## src/rtl/pedal_pkg.sv

```systemverilog
// Shared types and helpers for the pedal mode crossfade path.
package pedal_pkg;

  typedef enum logic [1:0] {
    IDLE      = 2'd0,
    RAMP_DOWN = 2'd1,
    SETTLE    = 2'd2,
    RAMP_UP   = 2'd3
  } xfade_state_t;

  function automatic int gain_full(input int gw);
    return 1 << gw;
  endfunction

  // Channel c occupies bits [c*dw +: dw] of the flat sample buses.
  function automatic int ch_lsb(input int ch, input int dw);
    return ch * dw;
  endfunction

endpackage

```

## src/rtl/sw_debounce.sv

```systemverilog
// 2-FF synchroniser plus stability counter for raw switch inputs.
// Debounced value follows the synced value once it has held for STABLE_CYC cycles.
module sw_debounce #(
  parameter int             W          = 2,
  parameter int             STABLE_CYC = 1000000,
  parameter logic [W-1:0]   INIT       = '0
) (
  input  logic         CLOCK_50,
  input  logic         reset_n,
  input  logic [W-1:0] raw,
  output logic [W-1:0] debounced
);

  localparam int CW = $clog2(STABLE_CYC + 1);
  localparam logic [CW-1:0] CNT_DONE = CW'(STABLE_CYC - 1);

  logic [W-1:0]  sync_a;
  logic [W-1:0]  sync_b;
  logic [W-1:0]  last;
  logic [CW-1:0] cnt;

  always_ff @(posedge CLOCK_50) begin
    if (!reset_n) begin
      sync_a    <= INIT;
      sync_b    <= INIT;
      last      <= INIT;
      cnt       <= '0;
      debounced <= INIT;
    end else begin
      sync_a <= raw;
      sync_b <= sync_a;
      if (sync_b != last) begin
        last <= sync_b;
        cnt  <= '0;
      end else if (cnt != CNT_DONE) begin
        cnt <= cnt + 1'b1;
      end else begin
        // Counter saturates; value has been stable long enough.
        debounced <= last;
      end
    end
  end

endmodule

```

## src/rtl/pedal_mode_xfade.sv

```systemverilog
// Click-free mode switcher: debounced mode changes fade gain to zero, swap mode, settle, fade back.
// Output is one cycle after each in_valid strobe; no backpressure, the FSM only advances on strobes.
module pedal_mode_xfade
  import pedal_pkg::*;
#(
  parameter int NUM_CH         = 2,
  parameter int DW             = 16,
  parameter int MODE_W         = 2,
  parameter int GW             = 8,
  parameter int RAMP_STEP      = 1,
  parameter int DEBOUNCE_CYC   = 1000000,
  parameter int SETTLE_SAMPLES = 4,
  parameter int INIT_MODE      = 0
) (
  input  logic                 CLOCK_50,
  input  logic                 reset_n,
  input  logic [MODE_W-1:0]    sw,
  input  logic                 in_valid,
  input  logic [NUM_CH*DW-1:0] in_data,
  output logic                 out_valid,
  output logic [NUM_CH*DW-1:0] out_data,
  output logic [MODE_W-1:0]    mode_active,
  output logic                 busy
);

  localparam int              FULL      = gain_full(GW);
  localparam logic [GW:0]     GAIN_FULL = FULL[GW:0];
  localparam logic [GW:0]     STEP      = RAMP_STEP[GW:0];
  localparam int              SCW       = $clog2(SETTLE_SAMPLES + 1);
  localparam logic [SCW-1:0]  SETTLE_LAST = SCW'(SETTLE_SAMPLES - 1);
  localparam logic [MODE_W-1:0] MODE_INIT = MODE_W'(INIT_MODE);
  localparam int              PW        = DW + GW + 1;

  xfade_state_t        state;
  xfade_state_t        next_state;
  logic [GW:0]         gain;
  logic [GW:0]         gain_next;
  logic [MODE_W-1:0]   deb_mode;
  logic [MODE_W-1:0]   mode_next;
  logic [SCW-1:0]      settle_cnt;
  logic [SCW-1:0]      settle_next;
  logic [NUM_CH*DW-1:0] scaled;

  sw_debounce #(
    .W          (MODE_W),
    .STABLE_CYC (DEBOUNCE_CYC),
    .INIT       (MODE_INIT)
  ) u_sw_debounce (
    .CLOCK_50  (CLOCK_50),
    .reset_n   (reset_n),
    .raw       (sw),
    .debounced (deb_mode)
  );

  always_ff @(posedge CLOCK_50) begin
    if (!reset_n) begin
      state       <= IDLE;
      gain        <= GAIN_FULL;
      mode_active <= MODE_INIT;
      settle_cnt  <= '0;
      busy        <= 1'b0;
      out_valid   <= 1'b0;
      out_data    <= '0;
    end else begin
      state       <= next_state;
      gain        <= gain_next;
      mode_active <= mode_next;
      settle_cnt  <= settle_next;
      busy        <= (next_state != IDLE);
      out_valid   <= in_valid;
      if (in_valid) begin
        out_data <= scaled;
      end
    end
  end

  always_comb begin
    next_state = state;
    if (in_valid) begin
      case (state)
        IDLE: begin
          if (deb_mode != mode_active) next_state = RAMP_DOWN;
        end
        RAMP_DOWN: begin
          if (deb_mode == mode_active) next_state = RAMP_UP;
          else if (gain <= STEP)       next_state = SETTLE;
        end
        SETTLE: begin
          if (settle_cnt == SETTLE_LAST) next_state = RAMP_UP;
        end
        RAMP_UP: begin
          if (deb_mode != mode_active)       next_state = RAMP_DOWN;
          else if (gain >= GAIN_FULL - STEP) next_state = IDLE;
        end
        default: next_state = IDLE;
      endcase
    end
  end

  // Direction reversals keep the current gain for the turnaround frame.
  always_comb begin
    gain_next   = gain;
    mode_next   = mode_active;
    settle_next = settle_cnt;
    if (in_valid) begin
      case (state)
        IDLE: begin
          gain_next = GAIN_FULL;
        end
        RAMP_DOWN: begin
          if (deb_mode != mode_active) begin
            gain_next = (gain > STEP) ? gain - STEP : '0;
          end
          if (next_state == SETTLE) begin
            mode_next   = deb_mode;
            settle_next = '0;
          end
        end
        SETTLE: begin
          settle_next = settle_cnt + 1'b1;
        end
        RAMP_UP: begin
          if (deb_mode == mode_active) begin
            gain_next = (gain < GAIN_FULL - STEP) ? gain + STEP : GAIN_FULL;
          end
        end
        default: gain_next = GAIN_FULL;
      endcase
    end
  end

  // Frames are scaled by the gain held before this frame's update.
  for (genvar c = 0; c < NUM_CH; c++) begin : g_ch
    logic signed [DW-1:0] sample;
    logic signed [PW-1:0] prod;
    assign sample = in_data[ch_lsb(c, DW) +: DW];
    assign prod   = PW'(sample) * PW'($signed({1'b0, gain}));
    assign scaled[ch_lsb(c, DW) +: DW] = DW'(prod >>> GW);
  end

endmodule

```

## config.mk

```make
export PLATFORM = sky130hd
export DESIGN_NAME = pedal_mode_xfade
export DESIGN_NICKNAME = d
export VERILOG_FILES = /design/src/rtl/pedal_pkg.sv /design/src/rtl/sw_debounce.sv /design/src/rtl/pedal_mode_xfade.sv
export SDC_FILE = /design/constraint.sdc
export NUM_CORES = 1
export LEC_CHECK = 0
export BUFFER_PORTS_ARGS = -buffer_cell sky130_fd_sc_hd__buf_2
export CAP_MARGIN = 0
export CORE_AREA = 3 3 173 175
export DETAILED_ROUTE_END_ITERATION = 10
export DIE_AREA = 0 0 176 178
export HOLD_SLACK_MARGIN = 0.1
export MAX_ROUTING_LAYER = met4
export SLEW_MARGIN = 25
export SYNTH_ARGS = -nofsm -noshare
export SYNTH_HDL_FRONTEND = slang
export SYNTH_HIERARCHICAL = 1
export SYNTH_SLANG_ARGS = --single-unit
```

## constraint.sdc

```tcl
create_clock -name CLOCK_50 -period 18.6 [get_ports CLOCK_50]
set_input_delay 3.72 -clock CLOCK_50 [delete_from_list [all_inputs] [get_ports CLOCK_50]]
set_output_delay 3.72 -clock CLOCK_50 [all_outputs]
set_load 0.05 [all_outputs]
```

==> qor.yml <==
sta:
  max_freq_mhz: 117
  setup_tns_ns: 0
  fin_crit_sh: 0.458
  hold_viol: 0
  worst_slack_ns: 10.08
  rsz0062_at_grt: "false"
  finalSetupViolations: 0
  skew_ns: 0.00694
  slew_headroom: 0.446
  finalCriticalPeriod_ns: 8.52
  worst_slew_pin_slew_ns: 0.830
  finalMaxSlewViolations: 0
power_and_ir_drop:
  p_int_uw: 344
  clkPwrFrac: 0.375
  peakVddDrop_mv: 0.0532
  p_comb_frac: 0.279
  p_leak_uw: 0.00722
  sequentialPowerShare: 0.346
  swShare: 0.340
  finalPower_uw: 522
  power_density_nw_per_um2: 37.5
  switching_power_uw: 178
grt:
  grt-ovfl-total: 0
  grt_max_degree: 40
  antenna_found_initial: 1
  grt_pass1_vias: 10500
  grt_pass1_wl_um: 51400
  grt_use_total: 0.210
outcome:
  status: "complete, no violations"
clock_tree:
  ctsLongestPathBuffers: 2
  post_cts_buffers: 0
  clk_latency_ns: 0.35
  cts.clk_slew.worst_paths_ns: 0.06
  root_buffer: "clkbuf_16"
  cts_tree: "built"
  cts_hold_buffers: 0
  ctsResizeCount: 0
  numCtsBuffers: 9
  h-tree-depth: 3
  cts.sinks: 78
detailed_routing:
  drtAntennaViolNets: 0
  drt_first_pass_iters: 5
  wl_per_cell_um: 15.4
  via_count: 9623
  drt-total-wl_um: 29300
  vias_per_cell: 5.07
  drc: 0
  drtIter0Drc: 426
place:
  dpl.hpwl_um: 22800
  place.port_buffers: 72
  placed_area_um2: 13600
  pre_cts_ws_ns: 9.73
  gp_congestion: 0.851
final_layout:
  layout-drive-gt1-share: 0.0747
  area_growth_pct: 7.25
  fillers: 2798
  fin_area_um2: 13900
  multi_input_area_um2: 10100
  postLayoutCoreUtil: 0.487
  seq_area_um2: 1560
  fin_nets: 1880
logic_synthesis:
  synth.distinct_cells: 69
  synth_flop_cell: "dfxtp_1"
  ys_ff_latch: 78
  yosysWarnings: 6
  yosysSeqAreaShare: 0.120
  synth_edf_count: 0
  async_flop_share: 0
  netlist_instances: 1489
  syn_avg_cell_area_um2: 8.72
  syn-num-nets: 1861
  syn_area_um2: 13000
worst_setup_path:
  r2r-start: "gain[3]"
  cp-startpoint: "in_data[23]"
  worstPathRequired_ns: 18.85
  worstPathCellList: "buf_2, nand2_1, fa_1, inv_1, fa_1, inv_1, fa_1, inv_1, fa_1, inv_1, fa_1, inv_1, ha_1, nor4_1, nand2_1, o22ai_1, o21a_1, o21ai_1, a21oi_1, o21bai_1, xor2_1, a22o_1"
  regToRegSetupSlack_ns: 12.34
  crit_path_max_incr_delay_ns: 0.56
  worstPathBufferInverterCount: 6
  critPathArrivalTime_ns: 8.76
  crit_path_max_fanout: 9
  worstSetupEndpointType: "flip-flop"
  critical-path-top-delay-family: "adder cells"
  critPathLaunchType: "input pin"
  crit_type: "input pin to flip-flop"
  slowest_stage: "fa_1"
flow_run:
  maxCapViolCount: 0
floorplan:
  die-area_um2: 31300
  num_io_pins: 73
  core_um2: 28600
  row_count: 62
  start_util: 0.454
  die_h_um: 178
  die_w_um: 176
hold_path:
  hold_path.class: "flip-flop to flip-flop"
  hold_start: "u_sw_debounce/sync_a[0]"
## stage by stage
step	cells	hold WS, ns
3_3_place_gp	1881	0.418
2_1_floorplan	1489	0.412
6_report	1898	0.436
5_1_grt	1898	0.441
3_5_place_dp	1881	0.422
4_1_cts	1897	0.438
## cell type report
| type | instances | share of cell area |
|---|---|---|
| clock buffers | 10 | 0.0164 |
| well taps | 384 | 0.0345 |
| multi-input cells | 1051 | 0.722 |
| clock inverters | 6 | 0.00665 |
| inverters | 286 | 0.0771 |
| flip-flops and latches | 78 | 0.112 |
| diodes | 1 | 0.000180 |
| repair buffers | 82 | 0.0313 |
## Yosys cell counts, types with 4 or more instances
cell / instances / area share
a21o_1: 9 / 0.0052
a21oi_1: 48 / 0.018
mux2i_1: 17 / 0.013
xnor2_1: 40 / 0.027
and4_1: 4 / 0.0027
and3_1: 6 / 0.0029
o21bai_1: 4 / 0.0023
dfxtp_1: 78 / 0.12
nor2_1: 57 / 0.016
or3_1: 7 / 0.0034
nand3_1: 23 / 0.0089
nand2b_1: 6 / 0.0029
o21ai_0: 34 / 0.013
or2_2: 4 / 0.0019
clkbuf_1: 51 / 0.015
inv_1: 284 / 0.082
buf_1: 17 / 0.0049
and2_1: 148 / 0.071
nor3_1: 12 / 0.0046
o21ai_1: 4 / 0.0015
o21a_1: 7 / 0.0040
xor2_1: 19 / 0.013
a211oi_1: 12 / 0.0069
fa_1: 228 / 0.35
ha_1: 107 / 0.10
nand4_1: 15 / 0.0072
o31ai_1: 5 / 0.0029
nand2_1: 184 / 0.053
## power groups by stage
| stage | clock network [uW] | logic (uW) | registers, uW |
|---|---|---|---|
| finish | 196 | 146 | 181 |
| floorplan | 0 | 90.3 | 203 |
| global placement | 0 | 146 | 185 |
| global route | 208 | 167 | 181 |
| CTS | 203 | 148 | 181 |
| detailed placement | 0 | 148 | 184 |
## cells in the final DEF, fill, tap and decap left out, types with 17 or more instances in the layout
cell,n
and2_1,148
fa_1,228
nand2_1,184
nand3_1,23
buf_2,72
xor2_1,19
a21oi_1,48
inv_1,284
xnor2_1,40
o21ai_0,34
nor2_1,57
mux2i_1,17
ha_1,107
dfxtp_1,78
## path summary, 6_finish.rpt
check	endpoint	depth (start not counted)
setup reg to reg	out_data[15]	19
setup / recovery	out_data[30]	22
hold / removal	u_sw_debounce/sync_b[0]	1
hold reg to reg	u_sw_debounce/sync_b[0]	1
## state kept, by name, indices dropped and copies added (netlist names)
name	cells
state	2
u_sw_debounce/sync_b	2
u_sw_debounce/last	2
u_sw_debounce/cnt	20
u_sw_debounce/debounced	2
out_data	32
busy	1
gain	9
out_valid	1
u_sw_debounce/sync_a	2
settle_cnt	3
mode_active	2
## cell families after synthesis
logic type      share of synthesized area
compound gates                     0.0777
mux                                0.0131
fa+ha+maj                           0.455
xor+xnor                           0.0398
simple gates                        0.189
buf+inv                             0.106
flops                               0.120
## metal layers
metal | track usage | share of wire | up-vias | routed length, um
met4 | 0.0488 | 0.019 | 0 | 555
met2 | 0.361 | 0.50 | 157 | 14600
met3 | 0.0245 | 0.034 | 32 | 1010
met1 | 0.267 | 0.45 | 4814 | 13200
li1 | - | - | 4620 | -
met5 | - | 0 | - | 0
No activity file was read; power rests on OpenSTA's default activity.
